`src/rtl/control_unit.sv`:
```
`default_nettype none
// ============================================================================
// Module   : control_unit
// Brief    : Combinational RV32I main decoder with a reset-qualified enable
//            that gates the architectural write and redirect strobes.
// Revision : 1.0 - initial release
// ============================================================================
module control_unit (
  input  logic       clk,
  input  logic       rst_n,
  input  logic [6:0] OPCode,
  input  logic [2:0] funct3,
  input  logic       funct75,
  input  logic [3:0] ALUFlags,
  output logic       regWrite,
  output logic [2:0] immSource,
  output logic [2:0] loadCtrl,
  output logic [1:0] storeCtrl,
  output logic       srcAIn,
  output logic       srcBIn,
  output logic       resultSource,
  output logic       memWrite,
  output logic       PCNextIn,
  output logic       srcPCTarget,
  output logic [3:0] ALUControl
);

  localparam logic [6:0] c_OP_R      = 7'b0110011;
  localparam logic [6:0] c_OP_I      = 7'b0010011;
  localparam logic [6:0] c_OP_LOAD   = 7'b0000011;
  localparam logic [6:0] c_OP_STORE  = 7'b0100011;
  localparam logic [6:0] c_OP_BRANCH = 7'b1100011;
  localparam logic [6:0] c_OP_JAL    = 7'b1101111;
  localparam logic [6:0] c_OP_JALR   = 7'b1100111;
  localparam logic [6:0] c_OP_LUI    = 7'b0110111;
  localparam logic [6:0] c_OP_AUIPC  = 7'b0010111;

  localparam logic [2:0] c_IMM_I = 3'b000;
  localparam logic [2:0] c_IMM_S = 3'b001;
  localparam logic [2:0] c_IMM_B = 3'b010;
  localparam logic [2:0] c_IMM_U = 3'b011;
  localparam logic [2:0] c_IMM_J = 3'b100;

  localparam logic [3:0] c_ALU_ADD   = 4'b0000;
  localparam logic [3:0] c_ALU_SUB   = 4'b0001;
  localparam logic [3:0] c_ALU_SLL   = 4'b0010;
  localparam logic [3:0] c_ALU_SLT   = 4'b0011;
  localparam logic [3:0] c_ALU_SLTU  = 4'b0100;
  localparam logic [3:0] c_ALU_XOR   = 4'b0101;
  localparam logic [3:0] c_ALU_SRL   = 4'b0110;
  localparam logic [3:0] c_ALU_SRA   = 4'b0111;
  localparam logic [3:0] c_ALU_OR    = 4'b1000;
  localparam logic [3:0] c_ALU_AND   = 4'b1001;
  localparam logic [3:0] c_ALU_PASSB = 4'b1010;
  localparam logic [3:0] c_ALU_APC4  = 4'b1011;

  logic       r_valid;
  logic       w_regWrite;
  logic       w_memWrite;
  logic       w_pcNext;
  logic       w_taken;
  logic [3:0] w_aluOp;
  logic       w_flagN;
  logic       w_flagZ;
  logic       w_flagC;
  logic       w_flagV;

  assign {w_flagN, w_flagZ, w_flagC, w_flagV} = ALUFlags;

  always_ff @(posedge clk or negedge rst_n) begin
    if (!rst_n) begin
      r_valid <= 1'b0;
    end else begin
      r_valid <= 1'b1;
    end
  end

  // Shared R/I ALU op; only R-type may turn ADD into SUB.
  always_comb begin
    w_aluOp = c_ALU_ADD;
    unique case (funct3)
      3'b000:  w_aluOp = (funct75 && (OPCode == c_OP_R)) ? c_ALU_SUB : c_ALU_ADD;
      3'b001:  w_aluOp = c_ALU_SLL;
      3'b010:  w_aluOp = c_ALU_SLT;
      3'b011:  w_aluOp = c_ALU_SLTU;
      3'b100:  w_aluOp = c_ALU_XOR;
      3'b101:  w_aluOp = funct75 ? c_ALU_SRA : c_ALU_SRL;
      3'b110:  w_aluOp = c_ALU_OR;
      default: w_aluOp = c_ALU_AND;
    endcase
  end

  always_comb begin
    w_taken = 1'b0;
    unique case (funct3)
      3'b000:  w_taken = w_flagZ;
      3'b001:  w_taken = ~w_flagZ;
      3'b100:  w_taken = w_flagN ^ w_flagV;
      3'b101:  w_taken = ~(w_flagN ^ w_flagV);
      3'b110:  w_taken = ~w_flagC;
      3'b111:  w_taken = w_flagC;
      default: w_taken = 1'b0;
    endcase
  end

  always_comb begin
    w_regWrite   = 1'b0;
    w_memWrite   = 1'b0;
    w_pcNext     = 1'b0;
    immSource    = c_IMM_I;
    loadCtrl     = 3'b010;
    storeCtrl    = 2'b10;
    srcAIn       = 1'b0;
    srcBIn       = 1'b0;
    resultSource = 1'b0;
    srcPCTarget  = 1'b0;
    ALUControl   = c_ALU_ADD;
    case (OPCode)
      c_OP_R: begin
        w_regWrite = 1'b1;
        ALUControl = w_aluOp;
      end
      c_OP_I: begin
        w_regWrite = 1'b1;
        srcBIn     = 1'b1;
        ALUControl = w_aluOp;
      end
      c_OP_LOAD: begin
        w_regWrite   = 1'b1;
        srcBIn       = 1'b1;
        resultSource = 1'b1;
        loadCtrl     = funct3;
      end
      c_OP_STORE: begin
        w_memWrite = 1'b1;
        srcBIn     = 1'b1;
        immSource  = c_IMM_S;
        storeCtrl  = funct3[1:0];
      end
      c_OP_BRANCH: begin
        immSource  = c_IMM_B;
        ALUControl = c_ALU_SUB;
        w_pcNext   = w_taken;
      end
      c_OP_JAL: begin
        w_regWrite = 1'b1;
        immSource  = c_IMM_J;
        srcAIn     = 1'b1;
        ALUControl = c_ALU_APC4;
        w_pcNext   = 1'b1;
      end
      c_OP_JALR: begin
        w_regWrite  = 1'b1;
        srcAIn      = 1'b1;
        ALUControl  = c_ALU_APC4;
        w_pcNext    = 1'b1;
        srcPCTarget = 1'b1;
      end
      c_OP_LUI: begin
        w_regWrite = 1'b1;
        immSource  = c_IMM_U;
        srcBIn     = 1'b1;
        ALUControl = c_ALU_PASSB;
      end
      c_OP_AUIPC: begin
        w_regWrite = 1'b1;
        immSource  = c_IMM_U;
        srcAIn     = 1'b1;
        srcBIn     = 1'b1;
      end
      default: begin
        w_regWrite = 1'b0;
      end
    endcase
  end

  // r_valid clears asynchronously, so the gated strobes drop without a clock.
  assign regWrite = w_regWrite & r_valid;
  assign memWrite = w_memWrite & r_valid;
  assign PCNextIn = w_pcNext & r_valid;

endmodule
`default_nettype wire

```
`config.mk`:
```
export PLATFORM = sky130hd
export DESIGN_NAME = control_unit
export DESIGN_NICKNAME = d
export VERILOG_FILES = /design/src/rtl/control_unit.sv
export SDC_FILE = /design/constraint.sdc
export NUM_CORES = 1
export LEC_CHECK = 0
export BUFFER_PORTS_ARGS = -buffer_cell sky130_fd_sc_hd__clkbuf_2
export CAP_MARGIN = 5
export CORE_ASPECT_RATIO = 1.1
export CORE_MARGIN = 3
export CORE_UTILIZATION = 28
export DETAILED_ROUTE_END_ITERATION = 10
export SETUP_SLACK_MARGIN = 0.02
export SLEW_MARGIN = 30
export SYNTH_ARGS = -nofsm -noshare
export SYNTH_HDL_FRONTEND = slang
export SYNTH_SLANG_ARGS = --single-unit
```
`constraint.sdc`:
```
create_clock -name clk -period 0.8 [get_ports clk]
set_input_delay 0.04 -clock clk [delete_from_list [all_inputs] [get_ports clk]]
set_output_delay 0.04 -clock clk [all_outputs]
set_load 0.01 [all_outputs]
```
==> flow_summary.ini, run 1 <==
[outcome]
status = finished with violations
violations = negative setup slack

[synth]
syn_nets = 79
seq_area_frac_synth_pct = 5.95
avgSynthCellArea_um2 = 6.78
netlist_area_um2 = 420
yosysWarnings = 0
synth_top_area_share_pct = 11.6
synth_top_flop_cell = dfrtp_1
synth.ff_latch_count = 1
synth.distinct_cells = 31
syn_inst = 62
synth_top_area_cell = nand2_1
ys_async_sr_fraction_pct = 100
yosys-top-cells-area = nand2_1 (12%), o211ai_1 (7.1%), dfrtp_1 (6.0%)
synth-edff-count = 0

[sta]
fmax_mhz = 939
period_needed_ns = 1.06
finalCritPeriodShare_pct = 133
hold_viol_final = 0
rsz0062_at_grt = yes
finalWorstSetupSlack_ns = -0.265
hold_slack_ns = 0.367
fin_tns_setup_ns = -3.71
timing.final.max_slew_violations = 0
finalSetupViolations = 18

[pwr]
internal_power_uw = 221
leakage_nw = 0.480
power.share.clock_pct = 0
pwr-share-seq_pct = 15.7
irDropWorstVdd_mv = 0.269
power_density_nw_per_um2 = 402
netSwitchingPower_uw = 135
p_comb_share_pct = 84.3
switching_share_pct = 38.0

[global_routing]
grt_usage_pct = 13.3
grt_start_max_net_pins = 10
grt_pass1_vias = 568
globalRouteOverflowTotal = 0
antenna_found_initial = 0
grt_pass1_wl_mm = 2.19

[finish]
num_antenna_cells = 0
synthToLayoutAreaGrowth_pct = 111
instances_no_fill = 131
multiInputGateArea_um2 = 450
final_cell_mix = clkbuf_2 (19), buf_4 (19), nand2_1 (10)
top_regs = r_valid: 1 flops
final_nets = 134
area.sequential_um2 = 25.0
n_fill_cell = 127
largest_reg_flops = 1
final_core_util_pct = 64.1
drive_gt1_share_pct = 67.0
regMostFlops = r_valid

[routing]
first_iter_violations = 3
firstDrtPassIters = 3
vias = 625
routedWlPerCell_um = 10.7
ant_nets = 0
wl_mm = 1.40
vias_per_cell = 4.77
drc = 0

[floorplanning]
core_um2 = 1380
rows = 14
pin_count = 36
die_w_um = 42.9
fp.dieH_um = 46.6
start_util_pct = 30.4
fp.dieArea_um2 = 2000

[placed_design]
portBuffers = 35
post-dp-hpwl_mm = 1.14
numPlacedInstances = 129
place_congestion = 0.817
post-place-ws_ns = -0.294

[critical_path]
critPathBufInv = 2
crit_type = in2out
crit_path_end_kind = primary output
cp.arrival_ns = 1.02
critPathLaunchType = input port
critical-path-top-delay-family = simple AND/OR/NAND/NOR gates
crit_chain = buf_6 > nand3b_4 > nor3_4 > nand2_2 > o211ai_1 > buf_2
path_max_fanout = 5
critPathSlowestCell = nor3_4
worstPathRequired_ns = 0.76
slowest_delay_ns = 0.21

[min_path]
min_path_type = in2async

[clock_network]
cts.clk_slew.worst_paths_ns = 0

[job]
maxCapViolations = 0
## area by class of cell
type / instances / area share [%]
flip-flops and latches: 1 / 2.82
inverters: 2 / 0.846
repair buffers: 56 / 43.3
well taps: 16 / 2.26
multi-input cells: 56 / 50.8
## final timing paths
kind                       cells past startpoint                 to       from  slack (ns)
setup / recovery                               6      ALUControl[3]  OPCode[3]       -0.26
hold / removal                                 2  r_valid$_DFF_PN0_      rst_n        0.37
max in group asynchronous                      2  r_valid$_DFF_PN0_      rst_n        0.35
min in group clk                               4        srcPCTarget  OPCode[0]        0.47
## cells in the mapped netlist (2+ instances only)
master	number
nor2_1	4
o211ai_1	4
a21oi_1	3
and3_1	2
and2_1	3
xnor2_1	2
nand2b_1	4
inv_1	2
nand2_1	13
buf_2	2
or2_1	2
and3b_1	2
## metal layers
layer	vias to the layer above	track usage (%)	wire length, µm
li1	327	-	-
met1	270	16.6	584
met2	26	26.9	667
met3	2	0.391	131
met4	0	0	12
met5	-	0	0
## power by group through the flow
stage	sequential [mW]	clock [mW]	combinational, mW
floorplan	0.0556	0	0.131
global placement	0.0559	0	0.260
detailed placement	0.0561	0	0.263
CTS	0.0561	0	0.289
global route	0.0564	0	0.329
finish	0.0560	0	0.300
## cells by family (layout without fill, tap and decap cells)
| kind of cell | count (synthesis) | count (layout) | synth area share (%) |
|---|---|---|---|
| AND/OR/NAND/NOR | 40 | 40 | 61.6 |
| other | 1 | 1 | 0.892 |
| flip-flops | 1 | 1 | 5.95 |
| XOR/XNOR | 2 | 2 | 4.17 |
| buffers and inverters | 5 | 58 | 5.95 |
| AO/OA/AOI/OAI | 12 | 12 | 18.7 |
| multiplexers | 1 | 1 | 2.68 |
## through the flow
stage / total power [mW] / area [µm²]
final: 0.356 / 887
after global routing: 0.385 / 887
after CTS: 0.345 / 848
after detailed placement: 0.319 / 787
after global placement: 0.316 / 787
after floorplan: 0.187 / 479
## what timing repair did
| action | in CTS | in global routing |
|---|---|---|
| endpoints found under the hold margin | 1 | 0 |
| setup endpoints to repair | 18 | 19 |
| hold buffers | 1 | 0 |
| buffers inserted | 2 | 1 |
| resized for setup | 10 | 20 |
| pin swaps | 5 | 5 |
(Power assumes the default switching activity.)
==> inputs of run 2 (changes only) <==
--- a/config.mk
+++ b/config.mk
@@ -11,6 +11,7 @@
 export CORE_MARGIN = 3
 export CORE_UTILIZATION = 28
 export DETAILED_ROUTE_END_ITERATION = 10
+export REMOVE_ABC_BUFFERS = 1
 export SETUP_SLACK_MARGIN = 0.02
 export SLEW_MARGIN = 30
 export SYNTH_ARGS = -nofsm -noshare
==> flow_summary.ini, run 2 (synthesis gave the netlist of run 1 again) <==
[routing]
wl_mm = 1.45
vias_per_cell = 4.77
vias = 615
firstDrtPassIters = 2
first_iter_violations = 1
drc = 0
ant_nets = 0
routedWlPerCell_um = 11.2

[placed_design]
portBuffers = 35
post-place-ws_ns = -0.373
post-dp-hpwl_mm = 1.14
place_congestion = 0.819
placed_area_um2 = 726

[sta]
hold_viol_final = 0
finalCritPeriodShare_pct = 133
fin_tns_setup_ns = -3.58
fmax_mhz = 942
timing.final.max_slew_violations = 0
period_needed_ns = 1.06
rsz0062_at_grt = yes
finalSetupViolations = 18
finalWorstSetupSlack_ns = -0.261

[critical_path]
critPathLaunchType = input port
crit_type = in2out
worstPathRequired_ns = 0.76
crit_chain = clkbuf_2 > xnor2_2 > and4b_1 > nor4_2 > o32ai_1 > buf_2
cp.depth = 6
crit_path_end_kind = primary output
endpoint = PCNextIn
cp.arrival_ns = 1.02
path_max_fanout = 2
critical-path-top-delay-family = simple AND/OR/NAND/NOR gates
critPathSlowestCell = and4b_1
critPathBufInv = 2
startpoint = ALUFlags[0]
slowest_delay_ns = 0.24

[clock_network]
cts.clk_slew.worst_paths_ns = 0

[floorplanning]
pin_count = 36
start_util_pct = 30.4
die_w_um = 42.9
core_um2 = 1380
rows = 14
fp.dieArea_um2 = 2000
fp.dieH_um = 46.6

[global_routing]
grt_usage_pct = 13.9
grt_start_max_net_pins = 8
grt_pass1_wl_mm = 2.21
antenna_found_initial = 0
grt_pass1_vias = 526
globalRouteOverflowTotal = 0

[finish]
fin_area_um2 = 836
drive_gt1_share_pct = 65.5
n_fill_cell = 146
final_cell_mix = clkbuf_2 (19), buf_4 (17), buf_2 (12)
final_common_cell = clkbuf_2
top_regs = r_valid: 1 flops
largest_reg_flops = 1
num_antenna_cells = 0
area.sequential_um2 = 25.0
synthToLayoutAreaGrowth_pct = 98.8
regMostFlops = r_valid
multiInputGateArea_um2 = 432
final_core_util_pct = 60.4
final_nets = 132

[pwr]
p_total_uw = 338
power_density_nw_per_um2 = 404
irDropWorstVdd_mv = 0.297
leakage_nw = 0.456

[outcome]
status = finished with violations
violations = negative setup slack

[min_path]
min_path_type = in2async

[job]
maxCapViolations = 0
-- run 2: where the power goes --
part	switching [mW]	internal, mW	leakage, nW	total [mW]
Sequential	0.00156	0.0541	0.0117	0.0557
Clock	0	0	0	0
Combinational	0.129	0.153	0.444	0.282
-- run 2: layout make-up --
cell class,instances,share of cell area (%)
inverter,2,0.898
multi-input combinational,56,51.6
sequential,1,2.99
tap,16,2.40
timing repair buffer,54,42.1
-- run 2: metrics by stage --
stage / hold WS (ns) / cells
final: 0.363 / 129
after global routing: 0.396 / 129
after CTS: 0.361 / 129
after detailed placement: -0.183 / 127
after global placement: -0.185 / 127
after floorplan: -0.256 / 59
-- run 2: worst min path at each step --
stage / start / endpoint / slack (ns) / cells past startpoint
2_1_floorplan: rst_n / r_valid$_DFF_PN0_ / -0.26 / 0
3_3_place_gp: rst_n / r_valid$_DFF_PN0_ / -0.19 / 1
3_5_place_dp: rst_n / r_valid$_DFF_PN0_ / -0.18 / 1
4_1_cts: rst_n / r_valid$_DFF_PN0_ / 0.36 / 2
5_1_grt: rst_n / r_valid$_DFF_PN0_ / 0.40 / 2
6_report: rst_n / r_valid$_DFF_PN0_ / 0.36 / 2
-- run 2: routing by layer --
metal  track usage (%)  part of all wire, %
met4                 0                    0
met5                 0                    0
met3             0.781                  9.6
met1              16.9                   42
met2              28.4                   48
-- run 2: repair_timing --
item                                    4_1_cts  5_1_grt
hold endpoints to repair                      1        0
pin swaps                                     9        6
hold buffers                                  1        0
buffers inserted                              2        0
endpoints found under the setup margin       18       19
gates resized for setup                      13       21
==> inputs of run 3 (changes only) <==
--- a/config.mk
+++ b/config.mk
@@ -7,10 +7,11 @@
 export LEC_CHECK = 0
 export BUFFER_PORTS_ARGS = -buffer_cell sky130_fd_sc_hd__clkbuf_2
 export CAP_MARGIN = 5
-export CORE_ASPECT_RATIO = 1.1
-export CORE_MARGIN = 3
-export CORE_UTILIZATION = 28
+export CORE_AREA = 3 3 40 42
+export CTS_BUF_LIST = sky130_fd_sc_hd__clkbuf_4 sky130_fd_sc_hd__clkbuf_8
 export DETAILED_ROUTE_END_ITERATION = 10
+export DIE_AREA = 0 0 43 45
+export PLACE_DENSITY = 0.71
 export REMOVE_ABC_BUFFERS = 1
 export SETUP_SLACK_MARGIN = 0.02
 export SLEW_MARGIN = 30
==> flow_summary.ini, run 3 (synthesis gave the netlist of run 1 again) <==
[global_routing]
globalRouteOverflowTotal = 0
grt_usage_pct = 15.3
grt_use_met3_pct = 0
grt_pass1_vias = 586
globalRouteMet2Util_pct = 30.8
grt_busiest_layer = met2
grt_start_max_net_pins = 8
antenna_found_initial = 0
use_met1_pct = 19.4
grt_pass1_wl_mm = 2.42

[critical_path]
worstPathRequired_ns = 0.76
crit_path_end_kind = primary output
critPathLaunchType = input port
crit_type = in2out
startpoint = OPCode[3]
path_max_fanout = 5
cp.arrival_ns = 1.08

[sta]
finalCritPeriodShare_pct = 140
rsz0062_at_grt = yes
hold_viol_final = 0
fmax_mhz = 891
period_needed_ns = 1.12
finalWorstSetupSlack_ns = -0.322
finalSetupViolations = 18
timing.final.max_slew_violations = 0

[finish]
drive_gt1_share_pct = 61.5
largest_reg_flops = 1
final_cell_mix = buf_4 (21), clkbuf_2 (17), buf_2 (14)
synthToLayoutAreaGrowth_pct = 101
final_common_cell = buf_4
regMostFlops = r_valid
final_nets = 136
instances_no_fill = 132
top_regs = r_valid: 1 flops
final_core_util_pct = 65.7
num_antenna_cells = 0

[routing]
wl_mm = 1.65
vias_per_cell = 5.05
ant_nets = 0
firstDrtPassIters = 4
vias = 667
routedWlPerCell_um = 12.5
first_iter_violations = 9
drc = 0

[placed_design]
post-dp-hpwl_mm = 1.25
portBuffers = 35
numPlacedInstances = 125
place_congestion = 0.759

[min_path]
min_path_type = in2async

[outcome]
violations = negative setup slack
status = finished with violations

[floorplanning]
core_um2 = 1280
fp.dieH_um = 45
pin_count = 36
rows = 13
start_util_pct = 32.7
fp.dieArea_um2 = 1940
die_w_um = 43

[pwr]
power_density_nw_per_um2 = 406
leakage_nw = 0.469
irDropWorstVdd_mv = 0.318

[clock_network]
cts.clk_slew.worst_paths_ns = 0

[job]
maxCapViolations = 0
## run 3: timing repair
item	CTS	global route
endpoints found under the setup margin	18	19
gates resized for setup	10	21
endpoints found under the hold margin	1	0
setup buffers	3	3
gates cloned	0	0
pin swaps	9	5
hold buffers	1	0
## run 3: layout make-up
type / instances / area [µm²]
sequential: 1 / 25.0
multi-input combinational: 56 / 412
timing repair buffer: 58 / 382
inverter: 2 / 7.51
tap: 15 / 18.8
fill: 122 / 440
## run 3: final timing paths
path                                endpoint  slack [ns]
max                              loadCtrl[1]       -0.32
min                        r_valid$_DFF_PN0_        0.36
max in group asynchronous  r_valid$_DFF_PN0_        0.35
min in group clk                 srcPCTarget        0.47
## run 3: power by group
part | switching [mW] | total, mW | internal, mW | leakage [nW]
sequential | 0.00199 | 0.0561 | 0.0542 | 0.0117
clock | 0 | 0 | 0 | 0
combinational | 0.131 | 0.286 | 0.155 | 0.458
total | 0.133 | 0.343 | 0.209 | 0.469
## run 3: worst max-delay path, stage by stage
cell	delay, ns
buf_6	0.09
nand3b_4	0.19
nor3_4	0.21
buf_4	0.16
buf_6	0.09
and2_4	0.13
nand2b_1	0.05
clkbuf_2	0.12
## run 3: through the flow
step           TNS, ns  hold slack [ns]  instance area, µm²  power (mW)  setup WS, ns
6_report         -4.43            0.363                 845       0.343        -0.322
5_1_grt          -5.61            0.376                 845       0.366        -0.392
4_1_cts          -4.29            0.359                 791       0.323        -0.298
3_5_place_dp     -4.51           -0.183                 717       0.296        -0.339
3_3_place_gp     -3.67           -0.184                 717       0.286        -0.296
2_1_floorplan   -0.325           -0.256                 403       0.140        -0.122
## run 3: routing by layer
layer  up-vias  wire, µm
li1        336         -
met1       310       652
met2        21       905
met3         0        87
met4         0         0
met5         -         0
